==> config.mk <==
export PLATFORM = sky130hd
export DESIGN_NAME = mod_determinante_3x3
export DESIGN_NICKNAME = d
export VERILOG_FILES = /design/src/rtl/mod_determinante_3x3.sv
export SDC_FILE = /design/constraint.sdc
export NUM_CORES = 2
export LEC_CHECK = 0
export ABC_AREA = 0
export BUFFER_PORTS_ARGS = -buffer_cell sky130_fd_sc_hd__buf_2
export CAP_MARGIN = 10
export CORE_MARGIN = 3
export CORE_UTILIZATION = 25
export DETAILED_ROUTE_END_ITERATION = 8
export GPL_ROUTABILITY_DRIVEN = 0
export GPL_TIMING_DRIVEN = 0
export SYNTH_ARGS = -nofsm -noshare
export SYNTH_HDL_FRONTEND = slang
export SYNTH_SLANG_ARGS = --single-unit
==> constraint.sdc <==
create_clock -name clk -period 7 [get_ports clk]
set_clock_uncertainty 0.15 [all_clocks]
set_input_delay 1.4 -clock clk [delete_from_list [all_inputs] [get_ports clk]]
set_output_delay 1.4 -clock clk [all_outputs]
set_load 0.02 [all_outputs]
==> src/rtl/mod_determinante_3x3.sv <==
// mod_determinante_3x3: multi-cycle signed 3x3 determinant with a wrap-around 8-bit result and an overflow flag.
module mod_determinante_3x3 (
  input  logic       clk,
  input  logic       rst,
  input  logic       start,
  input  logic [7:0] a,
  input  logic [7:0] b,
  input  logic [7:0] c,
  input  logic [7:0] d,
  input  logic [7:0] e,
  input  logic [7:0] f,
  input  logic [7:0] g,
  input  logic [7:0] h,
  input  logic [7:0] i,
  output logic [7:0] resultado,
  output logic       overflow,
  output logic       busy,
  output logic       done
);
  typedef enum logic [1:0] {IDLE, MINOR, SUM, DONE} state_t;
  state_t state_q, state_d;
  logic [7:0] in_w [9];
  logic [7:0] op_q [9];
  logic signed [16:0] x [9];
  logic signed [16:0] m_q [3];
  logic signed [16:0] m_d [3];
  logic signed [25:0] det_q, det_d;
  logic [7:0] resultado_q;
  logic overflow_q, done_q;
  assign in_w = '{a, b, c, d, e, f, g, h, i};
  for (genvar k = 0; k < 9; k++) begin : g_ext
    assign x[k] = 17'($signed(op_q[k]));
  end
  // Minors fit in 17 bits exactly (|value| <= 2*128*128), so 17-bit arithmetic is lossless
  assign m_d[0] = x[4] * x[8] - x[5] * x[7];
  assign m_d[1] = x[3] * x[8] - x[5] * x[6];
  assign m_d[2] = x[3] * x[7] - x[4] * x[6];
  assign det_d = 26'(x[0]) * 26'(m_q[0]) - 26'(x[1]) * 26'(m_q[1]) + 26'(x[2]) * 26'(m_q[2]);
  always_comb begin
    state_d = state_q == IDLE  ? (start ? MINOR : IDLE) :
              state_q == MINOR ? SUM :
              state_q == SUM   ? DONE : IDLE;
  end
  always_ff @(posedge clk) begin
    if (rst) begin
      state_q     <= IDLE;
      op_q        <= '{default: '0};
      m_q         <= '{default: '0};
      det_q       <= '0;
      resultado_q <= '0;
      overflow_q  <= 1'b0;
      done_q      <= 1'b0;
    end else begin
      state_q <= state_d;
      done_q  <= state_q == DONE;
      if (state_q == IDLE && start) op_q <= in_w;
      if (state_q == MINOR) m_q <= m_d;
      if (state_q == SUM) det_q <= det_d;
      if (state_q == DONE) begin
        resultado_q <= det_q[7:0];
        overflow_q  <= det_q != 26'($signed(det_q[7:0]));
      end
    end
  end
  assign resultado = resultado_q;
  assign overflow  = overflow_q;
  assign done      = done_q;
  assign busy      = state_q != IDLE;
endmodule

==> run summary <==
Sequential area share after synthesis = 8.97%
Largest net degree at the start of global routing = 20
CTS Buffer Depth = 2
Ys flop type = dfxtp_1
Pre-CTS setup slack = -0.788 ns
Vias in the first global route = 27500
Cell count after synthesis = 3829
CP Max Fanout = 10
Crit-path cells = clkbuf_2, nand2_1, inv_1, fa_1, fa_1, fa_1, fa_1, fa_1, inv_1, fa_1, ha_1, a21o_1, a2111o_1, a2111oi_2, o31ai_1, xnor2_1, a211oi_1
Critical Path RT = 7.17 ns
Worst Path Buf+Inv = 3
Final hold vios = 0
Outcome = completed
Synth Warn # = 0
NumNets Final = 5098
Syn nets = 5016
GRT Residual Overflow = 0
Leak pwr = 0.0189 uW
Endpoints failing setup = 0
RSZ-0062 raised after global routing = yes
DIE HEIGHT = 385 um
DR WL/cell = 17.9 um
Post-synthesis register bit count = 161
Post-synth ARST share = 0%
CTS Hold Buffers Added = 0
Initial antenna violation count = 5
Slowest stage delay, CP = 0.61 ns
Row count = 138
Fin worst setup slack = 0.159 ns
CTS tree = yes
Crit. End Element = flip-flop
Clk_lat worst skew = 0.50 ns
Clock sink count = 161
Detailed Place HPWL = 88.7 mm
Post-Syn Area per Cell = 9.39 um2
DR iter-0 viols = 1732
First-pass GRT wire length = 162 mm
H-tree lvl count = 4
Initial Util = 25.3%
Slew of the pin with the lowest slew margin = 1.37 ns
Setup tns final = 0 ns
Number of fill cells = 15100
Fin cells = 5817
Tmin final = 6.84 ns
I/O Buffers = 84
Post-Route WL = 104 mm
Proportion of layout cells with a drive suffix above 1 = 6.93%
FMAX = 0.146 GHz
Crit share post-route = 97.7%
Hold WC Path Type = flip-flop to flip-flop
CP startpoint kind = flip-flop
P&R area growth vs syn = 10.2%
Reg clk slew, reported paths = 0.07 ns
Ports = 86
Synth Cell Area = 35900 um2
GRT Total Usage = 14.5%
Via count = 25800
Synth unique cells = 57
Pins Over Slew Limit = 0
Post-synth EDFFs = 0
Vias per std cell = 4.43
Critical path class = flip-flop to flip-flop
Crit path top cell by count = fa_1
Cell family with most CP delay = adder cells
CTS buffer count = 17
DR pass1 iterations = 5
CTS Root Cell = clkbuf_16
Worst vdd ir = 0.749 mV
Die Width = 385 um
Slowest CP cell = dfxtp_1
DRC Markers = 0
Pwr per Cell Area = 372 nW/um2
Slew headroom = 8.64%
Tot Pwr = 14700 uW
Placed Cells = 5803
Maxcap violations = 0
Core box area = 142000 um2
Die Area = 148000 um2
CP arrival = 7.01 ns
Final ANT Viol Nets = 0
==> area by class of cell <==
cell class              instances  area [um2]  area share [%]
multi-input cells            2684       29100            73.5
flip-flops and latches        161        3310            8.36
inverters                     837        3150            7.94
well taps                    1890        2360            5.97
plain buffers                 125         598            1.51
repair buffers                 85         428            1.08
clock buffers                  17         425            1.07
clock inverters                15         209           0.527
diodes                          3        7.51          0.0189
==> cells by family after synthesis <==
kind of cell / after synthesis / share of synthesized area [%]
and+or+nand+nor: 1129 / 15.7
adders and majority gates: 1112 / 56.0
buffers and inverters: 984 / 10.3
AOI/OAI and AO/OA: 289 / 5.07
DFF: 161 / 8.97
xor gates and xnor gates: 103 / 2.51
muxes: 51 / 1.42
==> state kept, by name (all words and copies together), names as in the netlist <==
signal / count
op_q: 72
overflow: 1
state_q: 2
det_q: 26
done: 1
resultado: 8
m_q: 51
==> metrics by stage <==
stage                     instance area [um2]  util, %  hold WS [ns]
final                                   39600     27.9         0.335
after CTS                               39400     27.8         0.337
after floorplan                         35900        -         0.304
after detailed placement                38700     27.3         0.325
after global placement                  38700     27.3         0.322
after global routing                    39600     27.9         0.353
==> metal layers <==
| layer | vias to the layer above | track usage, % | share of wire, % |
|---|---|---|---|
| li1 | 11500 | - | - |
| met5 | - | 0 | 0.031 |
| met1 | 13200 | 18.6 | 41 |
| met3 | 146 | 3.96 | 8.6 |
| met4 | 6 | 4.65 | 3.2 |
| met2 | 871 | 23.6 | 47 |
==> worst register-to-register path, stage by stage (launching register included) <==
cell	delay, ns
dfxtp_1	0.61
clkbuf_2	0.42
nand2_1	0.17
inv_1	0.14
fa_1	0.46
fa_1	0.59
fa_1	0.46
fa_1	0.48
fa_1	0.49
inv_1	0.05
fa_1	0.50
ha_1	0.38
a21o_1	0.22
a2111o_1	0.43
a2111oi_2	0.44
o31ai_1	0.18
xnor2_1	0.36
a211oi_1	0.13
==> cell usage after synthesis, types with 4 or more instances <==
cell | number | area (um2)
or2_2 | 4 | 25.0
o21a_1 | 15 | 113
nand3_1 | 7 | 35.0
fa_1 | 829 | 16600
o22ai_1 | 7 | 43.8
mux2i_1 | 51 | 510
o21ai_0 | 37 | 185
nor2b_1 | 32 | 200
a21oi_1 | 132 | 661
a21o_1 | 22 | 165
nor3_1 | 13 | 65.1
dfxtp_1 | 161 | 3220
o31ai_1 | 9 | 67.6
nand4_1 | 6 | 37.5
a211oi_1 | 15 | 113
a2111o_1 | 4 | 45.0
nor3b_1 | 4 | 30.0
xor2_1 | 24 | 210
nand2b_1 | 46 | 288
o21bai_1 | 14 | 105
nand2_1 | 433 | 1630
nor4_1 | 5 | 31.3
o211ai_1 | 4 | 30.0
a2111oi_2 | 4 | 60.1
clkbuf_1 | 135 | 507
ha_1 | 283 | 3540
xnor2_1 | 79 | 692
nor2_1 | 130 | 488
inv_1 | 836 | 3140
buf_1 | 12 | 45.0
and2_1 | 434 | 2720
a31oi_1 | 4 | 25.0
==> report_power, final <==
group / leakage [uW] / switching (uW) / internal, uW
sequential: 0.00134 / 411 / 1060
combinational: 0.0172 / 7150 / 5090
clock: 0.000304 / 516 / 521
total: 0.0189 / 8070 / 6670
==> repair_timing <==
| item | 4_1_cts | 5_1_grt |
|---|---|---|
| gates cloned | 0 | 0 |
| setup buffers | 0 | 1 |
| resized for setup | 57 | 164 |
| pin swaps | 2 | 6 |
| setup endpoints to repair | 19 | 17 |
==> layout by cell type, fill, tap and decap left out, types with 8 or more instances in the layout <==
| master | n |
|---|---|
| o21ai_0 | 35 |
| mux2i_1 | 51 |
| nor2_1 | 123 |
| clkbuf_2 | 41 |
| dfxtp_2 | 42 |
| ha_1 | 281 |
| a211oi_1 | 15 |
| fa_1 | 824 |
| o21bai_1 | 14 |
| a21oi_1 | 132 |
| clkbuf_1 | 55 |
| and2_1 | 433 |
| clkbuf_16 | 17 |
| nand2b_1 | 46 |
| nand2_1 | 432 |
| clkbuf_4 | 9 |
| nor3_1 | 13 |
| xnor2_1 | 79 |
| inv_1 | 833 |
| xor2_1 | 24 |
| dfxtp_4 | 10 |
| nor2b_1 | 32 |
| dfxtp_1 | 109 |
| buf_2 | 87 |
| buf_1 | 10 |
| o21a_1 | 15 |
| a21o_1 | 22 |
| o31ai_1 | 8 |
==> final timing paths <==
path	startpoint	endpoint	slack [ns]	cells after the start
max	op_q[19]	m_q[33]	0.16	17
min	det_q[21]	det_q[21]	0.34	2
max reg2reg	op_q[19]	m_q[33]	0.16	17
min reg2reg	det_q[21]	det_q[21]	0.34	2
No activity file was read; power rests on OpenSTA's default activity.
